**config.mk**
```make
export PLATFORM = sky130hd
export DESIGN_NAME = mem_stage
export DESIGN_NICKNAME = d
export VERILOG_FILES = /design/src/rtl/mem_stage.sv
export SDC_FILE = /design/constraint.sdc
export NUM_CORES = 1
export LEC_CHECK = 0
export CORE_ASPECT_RATIO = 1.4
export CORE_MARGIN = 8
export CORE_UTILIZATION = 45
export DETAILED_ROUTE_END_ITERATION = 8
export PLACE_DENSITY = 0.81
export SLEW_MARGIN = 20
export SYNTH_ARGS = -nofsm -noshare
export SYNTH_HDL_FRONTEND = slang
export SYNTH_SLANG_ARGS = --single-unit
```
**constraint.sdc**
```tcl
create_clock -name clock -period 2.37 [get_ports clock]
set_input_delay 0.237 -clock clock [delete_from_list [all_inputs] [get_ports clock]]
set_output_delay 0.237 -clock clock [all_outputs]
set_load 0.02 [all_outputs]
```
**src/rtl/mem_stage.sv**
```systemverilog
// MEM pipeline stage: turns an EX/MEM load/store into a single bus transaction,
// stalls the pipeline while it is outstanding and returns the extended load data.
module mem_stage (
  input  logic        clock,
  input  logic        reset,
  input  logic [31:0] mem_alu_out,
  input  logic [31:0] mem_store_data,
  input  logic        mem_read,
  input  logic        mem_write,
  input  logic [1:0]  mem_size,
  input  logic        mem_unsigned,
  output logic        dmem_req,
  output logic        dmem_we,
  output logic [31:0] dmem_addr,
  output logic [31:0] dmem_wdata,
  output logic [3:0]  dmem_be,
  input  logic        dmem_ready,
  input  logic [31:0] dmem_rdata,
  output logic [31:0] mem_mem_out,
  output logic        mem_stall,
  output logic        mem_misalign
);

  typedef enum logic [1:0] {
    IDLE = 2'd0,
    REQ  = 2'd1,
    DONE = 2'd2
  } state_t;

  state_t      r_state;
  state_t      w_next;
  logic        w_access;
  logic        w_misaligned;
  logic        w_start;
  logic [3:0]  w_be;
  logic [31:0] w_wdata;
  logic [31:0] w_load;
  logic [1:0]  r_lane;
  logic [1:0]  r_size;
  logic        r_unsigned;
  logic        r_load;

  // Picks the addressed lane of the bus word and widens it to 32 bits.
  function automatic logic [31:0] extend_load(input logic [31:0] rdata,
                                              input logic [1:0]  lane,
                                              input logic [1:0]  size,
                                              input logic        uns);
    logic [7:0]  b;
    logic [15:0] h;
    b = rdata[{lane, 3'b000} +: 8];
    h = lane[1] ? rdata[31:16] : rdata[15:0];
    case (size)
      2'b00:   extend_load = uns ? {24'h000000, b} : {{24{b[7]}}, b};
      2'b01:   extend_load = uns ? {16'h0000, h} : {{16{h[15]}}, h};
      default: extend_load = rdata;
    endcase
  endfunction

  assign w_access     = mem_read | mem_write;
  assign mem_misalign = w_access & w_misaligned;
  assign w_start      = w_access & ~w_misaligned;
  assign w_load       = extend_load(dmem_rdata, r_lane, r_size, r_unsigned);

  // Alignment check plus store lane steering, both decoded from the access size.
  always_comb begin
    w_misaligned = 1'b0;
    w_be         = 4'b1111;
    w_wdata      = mem_store_data;
    case (mem_size)
      2'b00: begin
        w_misaligned = 1'b0;
        w_be         = 4'b0001 << mem_alu_out[1:0];
        w_wdata      = {4{mem_store_data[7:0]}};
      end
      2'b01: begin
        w_misaligned = mem_alu_out[0];
        w_be         = 4'b0011 << mem_alu_out[1:0];
        w_wdata      = {2{mem_store_data[15:0]}};
      end
      default: begin
        w_misaligned = (mem_alu_out[1:0] != 2'b00);
        w_be         = 4'b1111;
        w_wdata      = mem_store_data;
      end
    endcase
  end

  // State register.
  always_ff @(posedge clock) begin
    if (reset) r_state <= IDLE;
    else       r_state <= w_next;
  end

  // Next state and stall; DONE releases the pipeline for exactly one cycle.
  always_comb begin
    w_next    = r_state;
    mem_stall = 1'b0;
    case (r_state)
      IDLE: begin
        if (w_start) begin
          w_next    = REQ;
          mem_stall = 1'b1;
        end else begin
          w_next    = IDLE;
          mem_stall = 1'b0;
        end
      end
      REQ: begin
        mem_stall = 1'b1;
        if (dmem_ready) w_next = DONE;
        else            w_next = REQ;
      end
      DONE:    w_next = IDLE;
      default: w_next = IDLE;
    endcase
  end

  // Bus outputs and load result; lane/size are captured so the return path
  // does not depend on the frozen EX/MEM contents.
  always_ff @(posedge clock) begin
    if (reset) begin
      dmem_req    <= 1'b0;
      dmem_we     <= 1'b0;
      dmem_addr   <= 32'h0000_0000;
      dmem_wdata  <= 32'h0000_0000;
      dmem_be     <= 4'b0000;
      mem_mem_out <= 32'h0000_0000;
      r_lane      <= 2'b00;
      r_size      <= 2'b00;
      r_unsigned  <= 1'b0;
      r_load      <= 1'b0;
    end else begin
      case (r_state)
        IDLE: begin
          if (w_start) begin
            dmem_req   <= 1'b1;
            dmem_we    <= mem_write;
            dmem_addr  <= {mem_alu_out[31:2], 2'b00};
            dmem_wdata <= w_wdata;
            dmem_be    <= w_be;
            r_lane     <= mem_alu_out[1:0];
            r_size     <= mem_size;
            r_unsigned <= mem_unsigned;
            r_load     <= ~mem_write;
          end
        end
        REQ: begin
          if (dmem_ready) begin
            dmem_req <= 1'b0;
            if (r_load) mem_mem_out <= w_load;
          end
        end
        DONE: begin
        end
        default: begin
        end
      endcase
    end
  end

endmodule

```
# Word level (Yosys, flattened, before mapping)
# Index checks and enable logic that the tools add are counted.
classes:
  addsub: 0
  mul: 0
  n_div: 0
  order_cmp: 0
  n_eq_ne: 5
  shift: 3
  n_mux: 15
  n_bitwise: 5
  n_reduce_logical: 8
op_table:
  columns: ["op", "n"]
  rows:
  - ["$pmux W32 S2", 2]
  - ["$mux W32", 2]
  - ["$shiftx A32 B6 Y8", 1]
  - ["$mux W16", 1]
  - ["$pmux W4 S2", 1]
  - ["$eq A2 B1 Y1 const B", 3]
  - ["$logic_not A2 Y1", 3]
  - ["$pmux W1 S2", 3]
  - ["$reduce_and A3 Y1", 2]
  - ["$mux W1", 4]
  - ["$ne A2 B2 Y1 const B", 2]
  - ["$pmux W2 S2", 1]
  - ["$reduce_bool A2 Y1", 2]
  - ["$shl A1 B2 Y4 const A", 1]
  - ["$shl A2 B2 Y4 const A", 1]
  - ["$and A1 B1 Y1", 2]
  - ["$mux W2", 1]
  - ["$not A1 Y1", 2]
  - ["$reduce_and A2 Y1", 1]
  - ["$or A1 B1 Y1", 1]
totals:
  register_bits: 108
  latchBits: 0
  mem_bits_rw: 0
  romBits: 0
  output_inout_bits: 104
  memories: 0

# Logic depth before layout (Yosys ltp)
# Gate-level depths: netlist of the first run.
logic_depth:
  word_depth: 6
  mapped_depth: 7

# Worst setup path before layout of the first run
# OpenSTA, ideal clock, no wires.
synth_timing:
  path_kind: "flip-flop to flip-flop"
  start: "register r_lane[1]"
  end: "register mem_mem_out[20]"
  setup_time_ns: 0.134
  t_arrival_ns: 1.422
  t_required_ns: 2.236
  setup_slack_ns: 0.814
  stages_incl_launch_ff: 6
  n_path_buf: 1
  cell_sequence: "dfxtp_1 -> mux2i_1 -> mux2i_1 -> a21oi_1 -> buf_2 -> a211oi_1"
synth_between:
  elab_chain_len: 3
synth_lines:
  columns: ["item", "line", "text"]
  rows:
  - ["start, declared", "38", "logic [1:0] r_lane;"]
  - ["start signal, assigned", "141", "r_lane <= mem_alu_out[1:0];"]
  - ["$shiftx A32 B6 Y8 / $mux W16 (equally long branches)", "50, 51", null]
  - ["$mux W32 (on tied branches)", "53, 54", null]
  - ["$pmux W32 S2 *", "52", "case (size)"]
  - ["end signal, assigned", "150", "if (r_load) mem_mem_out <= w_load;"]
  - ["end, declared", "19", "output logic [31:0] mem_mem_out,"]
# Every way passes the cells marked *; elsewhere a longest branch is shown, timed or not.
# A chain may end at the register's enable or synchronous reset.

# Final worst setup path of the first run
layout_timing:
  start: "register r_state[1]"
  end: "output mem_stall"
layout_between:
  elab_chain_len: 2
layout_lines:
  columns: ["item", "line", "text"]
  rows:
  - ["start, declared", "30", "state_t r_state;"]
  - ["start signal, assigned", "91", "else r_state <= w_next;"]
  - ["$eq A2 B1 Y1 / $logic_not A2 Y1 (equally long branches)", "98", "case (r_state)"]
  - ["$pmux W1 S2 *", "98", null]
  - ["end, declared", "20", "output logic mem_stall,"]
# Marks and branches as above.

==> results.json, run 1 <==
{
  "tritoncts": "yes",
  "fin_tns_setup_ns": 0,
  "clock-sinks": 108,
  "drt-total-wl_microns": 16100,
  "clockBufferDepth": 2,
  "p_seq_share_pct": 42.2,
  "synth_cell_types": 40,
  "postRouteAntennaNets": 0,
  "finalHoldViolCount": 0,
  "p_sw_share_pct": 27.8,
  "pwr-share-clk_pct": 35.1,
  "coreArea_sq_um": 10300,
  "hp-class": "in2reg",
  "crit_arrival_ns": 2.00,
  "slew_headroom_pct": 52.0,
  "grt_pass1_wl_microns": 25000,
  "num_vias": 4828,
  "cts_inserted_buffers": 9,
  "postCtsSetupBuffers": 0,
  "area_growth_pct": 53.9,
  "end_kind": "primary output",
  "pre_cts_slack_ns": 0.0208,
  "route.detailed.drc": 0,
  "timing.fmax_ghz": 0.446,
  "synth_top_area_share_pct": 45.9,
  "synth_top_area_cell": "dfxtp_1",
  "die-area_sq_um": 14000,
  "vias_per_cell": 5.39,
  "critPathKind": "reg2out",
  "postSynthCellCount": 563,
  "rows": 44,
  "syn_area_per_cell_sq_um": 8.36,
  "drt_first_iter_violations": 181,
  "portBuffers": 205,
  "intPower_uw": 3420,
  "fin_nets": 856,
  "synth-seq-area-share_pct": 45.9,
  "cts_root_buf": "clkbuf_16",
  "setup_ws_ns": 0.129,
  "p_leak_uw": 0.00266,
  "yosys_register_bits": 108,
  "async_reset_ff_share_pct": 0,
  "ys.flop_type": "dfxtp_1",
  "pin_count": 208,
  "path_clk_slew_ns": 0.07,
  "cp_max_fo": 4,
  "synth_area_leaders": "dfxtp_1, nand2_1, a211oi_1, mux2i_1, a21oi_1",
  "setup_viol_count_final": 0,
  "rsz0062_at_grt": "no",
  "grt_max_degree": 76,
  "synth-edff-count": 0,
  "fin_skew_ns": 0.00863,
  "synthTopCellsByCount": "nand2_1, dfxtp_1, nor2_1",
  "cts.repair.resized": 0,
  "cp.required_ns": 2.13,
  "grt_util_all_layers_pct": 22.7,
  "min_period_ns": 2.24,
  "p_per_area_nw_per_um2": 655,
  "yosysMostFrequentCell": "nand2_1",
  "initial_core_util_pct": 45.7,
  "yosys_warnings": 0,
  "drive_gt1_share_pct": 7.13,
  "period_share_pct": 94.5,
  "first_pass_iters": 4,
  "status": "completed",
  "grt_overflow_total": 0,
  "p_comb_share_pct": 22.6,
  "die_w_microns": 102,
  "p_sw_uw": 1320,
  "worst_setup_path_start_kind": "register",
  "slew_violations": 0,
  "avgRoutedWirePerCell_microns": 18.0,
  "die_h_microns": 137,
  "htreeDepth": 3,
  "dp_hpwl_microns": 12400,
  "ir_worst_vdd_mv": 0.478,
  "cts_hold_buf": 0,
  "netlist_area_sq_um": 4710,
  "tightest_slew_ns": 0.720,
  "antenna_found_initial": 0,
  "grt_pass1_vias": 4965,
  "num_antenna_cells": 0,
  "cap_violations": 0,
  "gp_congestion": 0.888,
  "clock_latency_ns": 0.35
}
## worst max-delay path: stages (launching register included)
cell	delay [ns]
dfxtp_1	0.33
or2_2	0.36
a211oi_4	0.20
or2_2	0.15
clkdlybuf4s50_1	0.63
## stage by stage
stage / std cells / hold WS (ns) / utilization, % / total power (uW) / instance area [sq um]
2_1_floorplan: 564 / 0.333 / - / 2580 / 4710
3_3_place_gp: 879 / 0.442 / 67.1 / 3100 / 6910
3_5_place_dp: 879 / 0.447 / 67.1 / 3120 / 6910
4_1_cts: 895 / 0.389 / 70.4 / 4780 / 7240
5_1_grt: 895 / 0.434 / 70.4 / 4930 / 7240
6_report: 895 / 0.395 / 70.4 / 4750 / 7240
## metal layers
metal	part of all wire, %	global-route usage (%)	wire [microns]
met1	37	23.0	5950
met2	49	39.2	7920
met3	11	10.8	1820
met4	2.8	8.93	450
met5	0	0	0
## final timing paths
path         slack, ns  depth (start not counted)                     endpoint                       start
min               0.39                          2       r_size[1]$_SDFFE_PP0P_                       reset
max reg2reg       0.35                          5  dmem_wdata[23]$_SDFFE_PP0P_       r_state[1]$_SDFF_PP0_
min reg2reg       0.46                          2   dmem_addr[30]$_SDFFE_PP0P_  dmem_addr[30]$_SDFFE_PP0P_
max               0.13                          4                    mem_stall       r_state[1]$_SDFF_PP0_
## logic make-up after synthesis
family / after synthesis / synth area share (%)
and+or+nand+nor: 210 / 18.9
DFF: 108 / 45.9
other: 1 / 0.0796
AOI/OAI and AO/OA: 150 / 21.2
xor gates and xnor gates: 2 / 0.372
buffers and inverters: 53 / 5.13
muxes: 39 / 8.48
## layout by cell type, fill, tap and decap left out, drive strengths merged, types with 5 or more instances in the layout
cell type,netlist,final
or2,6,6
nand2,112,112
a22oi,9,9
a211oi,49,49
dfxtp,108,108
mux2,7,7
clkbuf,25,10
o2bb2ai,8,8
o21ai,14,14
mux2i,32,32
buf,25,23
and2,8,8
nand3b,7,7
clkdlybuf4s50,0,204
nor3,6,6
nor2,60,60
a2bb2oi,7,7
a21oi,53,53
inv,3,5
## registers in the layout, indices dropped and copies added, names as in the netlist
name / flops
dmem_addr: 30
dmem_be: 4
dmem_req: 1
dmem_wdata: 32
dmem_we: 1
mem_mem_out: 32
r_lane: 2
r_load: 1
r_size: 2
r_state: 2
r_unsigned: 1
## power groups by stage
stage / clock network, uW / registers, uW / logic (uW)
global route: 1760 / 2020 / 1160
finish: 1670 / 2000 / 1070
global placement: 0 / 2040 / 1060
floorplan: 0 / 2160 / 422
CTS: 1690 / 2000 / 1080
detailed placement: 0 / 2040 / 1080
## layout make-up
class | count | area [sq um]
Tap cell | 138 | 173
Sequential cell | 108 | 2160
Inverter | 3 | 11.3
Clock buffer | 10 | 239
Multi-Input combinational cell | 403 | 2320
Timing Repair Buffer | 227 | 2240
Clock inverter | 6 | 95.1
Fill cell | 831 | 3050
Power figures use the tool's default switching activity.
==> inputs of run 2 (changes only) <==
--- a/config.mk
+++ b/config.mk
@@ -8,6 +8,7 @@
 export CORE_ASPECT_RATIO = 1.4
 export CORE_MARGIN = 8
 export CORE_UTILIZATION = 45
+export CTS_CLUSTER_DIAMETER = 40
 export DETAILED_ROUTE_END_ITERATION = 8
 export PLACE_DENSITY = 0.81
 export SLEW_MARGIN = 20
==> results of run 2 <==
The final DEF is identical to that of run 1; final timing and power are the same.
